### config.mk
export PLATFORM = sky130hd
export DESIGN_NAME = regfile_dump_controller
export DESIGN_NICKNAME = d
export VERILOG_FILES = /design/src/rtl/regfile_dump_controller.sv
export SDC_FILE = /design/constraint.sdc
export NUM_CORES = 1
export LEC_CHECK = 0
export ABC_AREA = 1
export BUFFER_PORTS_ARGS = -buffer_cell sky130_fd_sc_hd__buf_2
export CORE_UTILIZATION = 43
export DETAILED_ROUTE_END_ITERATION = 8
export HOLD_SLACK_MARGIN = 0.06
export PLACE_DENSITY = 0.75
export SYNTH_ARGS = -nofsm -noshare
export SYNTH_HDL_FRONTEND = slang
export SYNTH_SLANG_ARGS = --single-unit
### constraint.sdc
create_clock -name clk_i -period 1.61 [get_ports clk_i]
set_clock_uncertainty 0.2 [all_clocks]
set_input_delay 0.2415 -clock clk_i [delete_from_list [all_inputs] [get_ports clk_i]]
set_output_delay 0.2415 -clock clk_i [all_outputs]
set_load 0.02 [all_outputs]
### src/rtl/regfile_dump_controller.sv
// regfile_dump_controller
// Walks the register file from entry 0 to NUM_REGS-1 through the shared read
// port and streams each (index, value) pair out over a valid/ready interface.
// The core always wins the read port. A dump only advances on cycles where the
// core leaves the port free.
module regfile_dump_controller #(
    parameter int NUM_REGS = 32,
    parameter int XLEN     = 32,
    parameter int AW       = 5    // must satisfy 2**AW >= NUM_REGS
) (
    input  logic            clk_i,
    input  logic            reset_i,        // asynchronous, active low
    input  logic            start_i,
    input  logic            abort_i,
    input  logic            core_rd_req_i,
    output logic            rf_rd_sel_o,
    output logic [AW-1:0]   rf_rd_addr_o,
    input  logic [XLEN-1:0] rf_rd_data_i,
    output logic            out_valid_o,
    input  logic            out_ready_i,
    output logic [AW-1:0]   out_index_o,
    output logic [XLEN-1:0] out_data_o,
    output logic            busy_o,
    output logic            done_o
);

    typedef enum logic [1:0] {IDLE, REQ, HOLD, DONE} state_e;

    localparam logic [AW-1:0] LAST_IDX = AW'(NUM_REGS - 1);

    state_e          state_q;
    logic [AW-1:0]   idx_q;
    logic [AW-1:0]   out_index_q;
    logic [XLEN-1:0] out_data_q;
    logic            out_valid_q;
    logic            busy_q;
    logic            done_q;

    // The dump owns the read port only while requesting and the core is idle.
    assign rf_rd_sel_o  = (state_q == REQ) && !core_rd_req_i;
    assign rf_rd_addr_o = idx_q;

    assign out_valid_o = out_valid_q;
    assign out_index_o = out_index_q;
    assign out_data_o  = out_data_q;
    assign busy_o      = busy_q;
    assign done_o      = done_q;

    // Dump sequencer: state, walk index and registered status/beat outputs.
    always_ff @(posedge clk_i or negedge reset_i) begin
        if (!reset_i) begin
            state_q     <= IDLE;
            idx_q       <= '0;
            out_index_q <= '0;
            out_data_q  <= '0;
            out_valid_q <= 1'b0;
            busy_q      <= 1'b0;
            done_q      <= 1'b0;
        end else begin
            done_q <= 1'b0;
            case (state_q)
                IDLE: begin
                    if (start_i) begin
                        state_q <= REQ;
                        idx_q   <= '0;
                        busy_q  <= 1'b1;
                    end
                end
                REQ: begin
                    if (abort_i) begin
                        state_q <= IDLE;
                        idx_q   <= '0;
                        busy_q  <= 1'b0;
                    end else if (!core_rd_req_i) begin
                        // Read port is ours this cycle: latch the beat.
                        out_data_q  <= rf_rd_data_i;
                        out_index_q <= idx_q;
                        out_valid_q <= 1'b1;
                        state_q     <= HOLD;
                    end
                end
                HOLD: begin
                    // abort beats a simultaneous handshake, including the last beat.
                    if (abort_i) begin
                        state_q     <= IDLE;
                        idx_q       <= '0;
                        out_valid_q <= 1'b0;
                        busy_q      <= 1'b0;
                    end else if (out_ready_i) begin
                        out_valid_q <= 1'b0;
                        if (idx_q == LAST_IDX) begin
                            state_q <= DONE;
                            busy_q  <= 1'b0;
                            done_q  <= 1'b1;
                        end else begin
                            idx_q   <= idx_q + AW'(1);
                            state_q <= REQ;
                        end
                    end
                end
                DONE: begin
                    state_q <= IDLE;
                    idx_q   <= '0;
                end
                default: begin
                    state_q     <= IDLE;
                    idx_q       <= '0;
                    out_valid_q <= 1'b0;
                    busy_q      <= 1'b0;
                end
            endcase
        end
    end

endmodule

-- Word-level counts from Yosys, hierarchy flattened
Index checks and enable logic that the tools add are counted.
- add/sub/neg operators: 1
- equality and inequality tests: 12
- mux-type cells: 28
- bitwise gates (word level): 2
- reduce and logical (&&, ||, !) cells: 10
- operators with widths (operator ; number):
    $mux 5 ; 5
    $pmux 5 s4 ; 1
    $mux 1 ; 13
    $mux 2 ; 6
    $ne 3x3->1 const B ; 4
    $ne 2x2->1 const B ; 4
    $pmux 2 s4 ; 1
    $reduce_and 4->1 ; 2
    $reduce_and 3->1 ; 2
    $add 5x1->5 const B ; 1
    $eq 5x5->1 const B ; 1
    $reduce_and 5->1 ; 1
    $eq 2x2->1 const B ; 2
    $pmux 1 s3 ; 1
    $reduce_bool 3->1 ; 1
    $eq 2x1->1 const B ; 1
    $logic_not 2->1 ; 1
    $not 1->1 ; 2
    $pmux 1 s2 ; 1
    $reduce_bool 2->1 ; 1
    $logic_and 1x1->1 ; 1
    $logic_not 1->1 ; 1
- register bits: 47
- input port bits: 38
- word-level logic and storage cells: 60

-- Depth between registers and ports, before layout
Gate-level depths: netlist of the first run.
- depth after elaboration: 5
- gate-level depth with buffers: 10
- depth with buffers taken out: 10

-- Worst setup path before layout of the first run
OpenSTA, ideal clock, no wires.
- path type: flip-flop to flip-flop
- start: register idx_q[0] (netlist: rf_rd_addr_o[0])
- end: register idx_q[2] (netlist: rf_rd_addr_o[2])
- setup time: 119 ps
- arrival time: 1517 ps
- required time: 1291 ps
- path slack: -225 ps
- cell stages (with the launch flop): 11
- buffers on the path: 0
- clock period less this slack: 1835 ps
- path through: dfrtp_1 ha_1 nand2_1 nor2_1 ha_1 nand3_1 nand2_2 nor2_4 inv_4 nand2_1 o21ai_2
- word-level cells in the longest chain between the ends: 5
- elaborated cells on any way between the ends: 8
- those cells by class: add/sub (1); eq/ne (2); mux (4); reduce/logical (1)
- RTL lines (what ; RTL line ; source):
    start: declaration ; 32 ; logic [AW-1:0] idx_q;
    start signal: assignment ; 96 ; idx_q <= idx_q + AW'(1);
    $add 5x1->5 ; 96 ;
    $mux 5 ; 91 ; if (idx_q == LAST_IDX) begin
    $mux 5 ; 89 ; end else if (out_ready_i) begin
    $mux 5 ; 84 ; if (abort_i) begin
    $pmux 5 s4 ; 61 ; case (state_q)
Parallel ways exist; a longest one is shown, timed or not. The select of a mux whose other input is x is not followed.
A chain may end at the register's enable or synchronous reset.

-- Worst setup path after layout of the first run
- start: register idx_q[1] (netlist: rf_rd_addr_o[1])
- end: register idx_q[1] (netlist: rf_rd_addr_o[1])
The elaborated chain is that of the path after synthesis.

==> flow_summary.toml, run 1 <==
[clocking]
cts_sinks = 47
clk_pin_slew_worst_paths_ns = 0.08
cts_tree = "done"
cts_buffer_depth = 2
root_buffer = "clkbuf_8"
insertion_delay_ns = 0.29
htree_levels = 2
cts_made_buffers = 5

[synthesis]
synth_top_area_share_pct = 55.2
async_flop_share_pct = 100
syn_area_um2 = 2130
yosys.cell_types.count = 24
synth_edf_count = 0
ys.flop_type = "dfrtp_1"
synth.avg_cell_area_um2 = 8.77
synthCells = 243
synthTopCellsByCount = "nand2_1, dfrtp_1, nand3_1, inv_1, nor2_1"
yosysSeqAreaShare_pct = 55.2
yosys.area.top_type = "dfrtp_1"
yosysMostFrequentCell = "nand2_1"
syn_nets = 287
yosys_warnings = 0
ys_ff_latch = 47
ys_top_cells_by_area = "dfrtp_1, nand2_1, nand3_1"

[global_routing]
grt_pass1_vias = 2043
grt_overflow = 0
grt_pass1_wl_um = 9020
grt_antenna_before_repair = 0
grt_usage_pct = 22.4
grt_max_degree = 48

[place]
io_buffer_count = 83
gp_congestion = 0.821
placed_area_um2 = 2700
dp_hpwl_um = 3450

[floorplan]
boundaryPins = 84
design.die.area_um2 = 5240
coreArea_um2 = 4750
start_util_pct = 44.8
die_width_um = 72.4
rows = 25
die_h_um = 72.4

[routing]
wl_per_cell_um = 12.6
vias = 2111
totalWireLength_um = 5640
dr.pass1.iters = 4
viasPerCell = 4.71
drc = 0
drtIter0Drc = 109
ant_nets = 0

[pwr]
p_clk_share_pct = 16.3
power_frac_comb_pct = 46.7
sequentialPowerShare_pct = 37.0
p_sw_mw = 2.08
swShare_pct = 41.4
vdd_drop_max_uv = 1000
finalPower_mw = 5.03
intPower_mw = 2.95
power_density_nw_per_um2 = 1540
p_leak_nw = 1.82

[min_path]
min_to = "rf_rd_addr_o[2]"
holdPathStages = 4
worstHoldStart = "abort_i"
hold_class = "in -> reg"

[outcome]
violations = "negative setup slack"
status = "finished, violations left"

[sta]
timing.setup.tns_ns = -0.525
slew_violations = 0
slew_headroom_pct = 83.4
worst_slack_ns = -0.0817
finalSetupViolCount = 9
fmax_ghz = 0.591
finalCritPeriodShare_pct = 105
finalCriticalPeriod_ns = 1.69
rsz0062_at_grt = "yes"
hold_viol_final = 0
tightest_slew_ns = 0.249

[critical_path]
r2r_end = "rf_rd_addr_o[1]"
worstReg2RegStart = "rf_rd_addr_o[1]"
end_kind = "flip-flop"
worstPathRequired_ns = 1.59
path_max_fanout = 6
worstSetupStartpointType = "flip-flop"
r2r_cells = 10
crit_type = "reg -> reg"
arrival_ns = 1.68
r2r_slack_ns = -0.08

[layout]
drive_gt1_share_pct = 38.1
post-route-cell-area_um2 = 3270
nets = 425
area_delta_synth_final_pct = 53.5
antenna_cells = 0

[job]
drv_cap = 0
==> metal layers <==
| metal | global-route usage (%) | share of wire [%] | up-vias |
|---|---|---|---|
| li1 | - | - | 1042 |
| met1 | 27.3 | 42 | 984 |
| met2 | 39.0 | 51 | 77 |
| met3 | 4.86 | 5.2 | 8 |
| met4 | 8.28 | 1.4 | 0 |
| met5 | 0 | 0 | - |
==> state kept, by name, summed over array words and instances, names as in the netlist <==
signal        flops
busy_o            1
done_o            1
out_data_o       32
out_index_o       5
out_valid_o       1
rf_rd_addr_o      5
state_q           2
==> worst max-delay path, cell delays in order, from the launching register on <==
cell and delay, ns:
dfrtp_2 0.44, ha_4 0.17, nand2_2 0.05, nor2_1 0.04
ha_2 0.18, nand3_2 0.08, nand2_2 0.09, nor2_4 0.16
inv_4 0.07, nand2_1 0.06, nand2_1 0.05
==> cell families after synthesis <==
| family | share of synthesized area [%] |
|---|---|
| and+or+nand+nor | 31.5 |
| adders and majority gates | 3.52 |
| buffers and inverters | 7.46 |
| DFF | 55.2 |
| AOI/OAI and AO/OA | 2.29 |
==> per-stage QoR <==
step	cells	hold slack (ns)	utilization (%)	worst slack, ns
2_1_floorplan	243	-0.254	-	-0.0632
3_3_place_gp	398	0.0400	56.7	-0.00650
3_5_place_dp	398	0.0460	56.7	-0.0674
4_1_cts	446	0.114	67.8	-0.0686
5_1_grt	448	0.143	68.8	-0.165
6_report	448	0.137	68.8	-0.0817
==> placed cells by master, fill, tap and decap left out, types with 2 or more instances in the layout <==
cell type and count:
buf_2 82, buf_4 22, buf_6 2, clkbuf_8 5
dfrtp_1 44, dfrtp_2 3, dlygate4sd3_1 36, ha_2 2
ha_4 3, inv_1 8, inv_2 5, inv_4 2
nand2_1 94, nand2_2 6, nand3_1 40, nand3_2 2
nand4_1 2, nor2_1 5, nor2_4 2, o21ai_1 3
o21ai_2 2, or2_2 2
==> power groups by stage <==
stage | Combinational (mW) | Clock [mW] | Sequential (mW)
final | 2.35 | 0.820 | 1.86
after global routing | 2.58 | 0.897 | 1.91
after CTS | 2.24 | 0.849 | 1.85
after detailed placement | 2.09 | 0 | 1.86
after global placement | 2.05 | 0 | 1.85
after floorplan | 0.910 | 0 | 2.37
==> area by class of cell <==
class,count,area [um2]
Clock inverter,1,30.0
Fill cell,382,1480
Clock buffer,6,72.6
Tap cell,67,83.8
Inverter,15,61.3
Sequential cell,47,1180
Multi-Input combinational cell,169,865
Timing Repair Buffer,143,978
==> timing repair <==
| action | 4_1_cts | 5_1_grt |
|---|---|---|
| setup endpoints to repair | 44 | 45 |
| gates resized for setup | 8 | 12 |
| endpoints found under the hold margin | 83 | 0 |
| buffers inserted | 5 | 2 |
| pin swaps | 4 | 11 |
| hold buffers | 36 | 0 |
==> how the worst max path moves through the flow <==
stage / start / end / slack (ns)
3_3_place_gp: rf_rd_addr_o[1] / rf_rd_addr_o[2] / -0.006
6_report: rf_rd_addr_o[1] / rf_rd_addr_o[1] / -0.08
2_1_floorplan: rf_rd_addr_o[1] / rf_rd_addr_o[2] / -0.06
4_1_cts: rf_rd_addr_o[1] / rf_rd_addr_o[1] / -0.07
3_5_place_dp: state_q[1] / out_valid_o / -0.07
5_1_grt: rf_rd_addr_o[1] / state_q[1] / -0.16
(Power assumes the default switching activity.)
==> run 2, diff against run 1 <==
ABC_AREA = not set   (was 1)
CORE_ASPECT_RATIO = 1.1   (was not set)
CORE_UTILIZATION = 42   (was 43)
PLACE_DENSITY = 0.74   (was 0.75)
==> flow_summary.toml, run 2 <==
[outcome]
status = "finished, violations left"
violations = "negative setup slack"

[global_routing]
grt_usage_pct = 24.4
grt_pass1_wl_um = 8690
grt_max_degree = 48
grt_pass1_vias = 1808
grt_overflow = 0
grt_antenna_before_repair = 0

[pwr]
vdd_drop_max_uv = 867
sequentialPowerShare_pct = 34.4
p_leak_nw = 1.75
p_sw_mw = 2.06
power_density_nw_per_um2 = 1580
finalPower_mw = 5.54
power_frac_comb_pct = 52.1
swShare_pct = 37.2
intPower_mw = 3.48
p_clk_share_pct = 13.6

[synthesis]
syn_nets = 183
synth_edf_count = 0
ys_ff_latch = 47
ys_top_cells_by_area = "dfrtp_1, mux2_1, mux2_2"
yosys.cell_types.count = 30
synthCells = 139
yosys.area.top_type = "dfrtp_1"
synth_top_area_share_pct = 59.0
ys.flop_type = "dfrtp_1"
yosysSeqAreaShare_pct = 59.0
async_flop_share_pct = 100
yosysMostFrequentCell = "dfrtp_1"
synthTopCellsByCount = "dfrtp_1, mux2_1, mux2_2, o21ai_0, ha_1"
syn_area_um2 = 1990
yosys_warnings = 0
synth.avg_cell_area_um2 = 14.3

[critical_path]
cpPeakStageDelay_ns = 0.43
worstPathRequired_ns = 1.64
cp_num_buf_inv = 0
path_cells = "ha_4, and3_4, ha_4, or3b_4, nor4_4, nand2_1, o21ai_1"
end_kind = "flip-flop"
arrival_ns = 1.98
worstSetupStartpointType = "flip-flop"
r2r_end = "rf_rd_addr_o[2]"
cp_slowest_cell = "dfrtp_2"
worstReg2RegStart = "rf_rd_addr_o[0]"
path_max_fanout = 4
cp_common_cell = "ha_4"
crit_type = "reg -> reg"
r2r_cells = 7
cpLargestDelayFamily = "simple AND/OR/NAND/NOR gates"
r2r_slack_ns = -0.34

[min_path]
min_to = "out_valid_o"
worstHoldStart = "out_ready_i"
holdPathStages = 4
hold_class = "in -> reg"

[sta]
slew_headroom_pct = 70.8
rsz0062_at_grt = "yes"
hold_viol_final = 0
finalCriticalPeriod_ns = 1.95
tightest_slew_ns = 0.437
finalSetupViolCount = 46
timing.setup.tns_ns = -10.14
finalCritPeriodShare_pct = 121
fmax_ghz = 0.513
slew_violations = 0
worst_slack_ns = -0.339
hold_ws_ns = 0.125

[clocking]
htree_levels = 2
cts_buffer_depth = 2
insertion_delay_ns = 0.29
cts_made_buffers = 5
clk_pin_slew_worst_paths_ns = 0.09
root_buffer = "clkbuf_8"
cts_tree = "done"
cts_sinks = 47

[floorplan]
start_util_pct = 44.9
die_width_um = 67.7
die_h_um = 74.3
coreArea_um2 = 4440
rows = 25
boundaryPins = 84
design.die.area_um2 = 5030

[routing]
drtIter0Drc = 49
wl_per_cell_um = 16.7
ant_nets = 0
drc = 0
dr.pass1.iters = 4
totalWireLength_um = 5790
vias = 1724
viasPerCell = 4.98

[layout]
antenna_cells = 0
final_common_cell = "buf_2"
drive_gt1_share_pct = 63.4
mostFrequentLayoutCells = "buf_2, dfrtp_1, mux2_4"
largest_reg_flops = 32
area_delta_synth_final_pct = 76.0
fin_cells = 346
nets = 335

[place]
gp_congestion = 0.829
io_buffer_count = 83
placedCellCount = 291
dp_hpwl_um = 3440

[job]
drv_cap = 0
run 2: changes by cell type after synthesis, moves of 3 or more:
cell,change
mux2_2,+19
nand3_1,-41
o21ai_0,+7
mux2_1,+19
inv_1,-8
nor2b_1,+3
nand2_1,-95
buf_2,-5
nand2_2,-3
run 2: what timing repair did:
item / 4_1_cts / 5_1_grt
setup buffers: 10 / 2
gates resized for setup: 23 / 10
hold buffers: 34 / 0
setup endpoints to repair: 47 / 47
pin swaps: 7 / 4
cloned: 4 / 0
hold endpoints to repair: 80 / 0
run 2: kinds of logic (layout without fill, tap and decap cells):
logic type               Yosys count  count (layout)  share of synthesized area (%)
AO/OA/AOI/OAI                     19              19                           6.15
flip-flops                        47              47                           59.0
buffers and inverters              9             162                           2.70
adder cells (fa/ha/maj)            6               6                           3.76
multiplexers                      38              38                           21.5
AND/OR/NAND/NOR                   20              20                           6.96
run 2: cell type report:
type / instances / area, um2
Tap cell: 54 / 67.6
Sequential cell: 47 / 1180
Timing Repair Buffer: 149 / 1120
Fill cell: 236 / 932
Inverter: 5 / 23.8
Clock buffer: 6 / 82.6
Clock inverter: 2 / 16.3
Multi-Input combinational cell: 83 / 1020
run 2: worst reg2reg max path: stages, from the launching register on:
cell     delay [ns]
dfrtp_2        0.43
ha_4           0.16
and3_4         0.15
ha_4           0.16
or3b_4         0.38
nor4_4         0.21
nand2_1        0.09
o21ai_1        0.11
run 2: worst max path at each step:
stage | from | to | slack, ns | cells past startpoint
floorplan | rf_rd_addr_o[0] | rf_rd_addr_o[2] | -0.37 | 7
global placement | rf_rd_addr_o[0] | rf_rd_addr_o[2] | -0.32 | 7
detailed placement | rf_rd_addr_o[0] | rf_rd_addr_o[2] | -0.35 | 7
CTS | rf_rd_addr_o[0] | rf_rd_addr_o[2] | -0.35 | 7
global route | rf_rd_addr_o[0] | rf_rd_addr_o[2] | -0.42 | 7
finish | rf_rd_addr_o[0] | rf_rd_addr_o[2] | -0.34 | 7
run 2: through the flow:
| stage | cell area, um2 | util (%) | worst slack, ns |
|---|---|---|---|
| final | 3510 | 79.0 | -0.339 |
| after global routing | 3510 | 79.0 | -0.423 |
| after CTS | 3520 | 79.2 | -0.351 |
| after detailed placement | 2840 | 64.0 | -0.353 |
| after global placement | 2840 | 64.0 | -0.318 |
| after floorplan | 2250 | - | -0.374 |
run 2: power by group through the flow:
stage,sequential [mW],combinational (mW),clock [mW]
finish,1.90,2.88,0.753
detailed placement,1.92,2.54,0
global placement,1.87,2.51,0
floorplan,2.45,1.20,0
CTS,1.89,2.87,0.773
global route,1.95,3.06,0.828
run 2: per-layer routing:
| metal | vias to the layer above | GRT usage, % | share of wire, % |
|---|---|---|---|
| li1 | 802 | - | - |
| met1 | 860 | 27.0 | 40 |
| met2 | 51 | 44.4 | 53 |
| met3 | 11 | 5.06 | 4.8 |
| met4 | 0 | 10.2 | 2.0 |
| met5 | - | 0 | 0 |
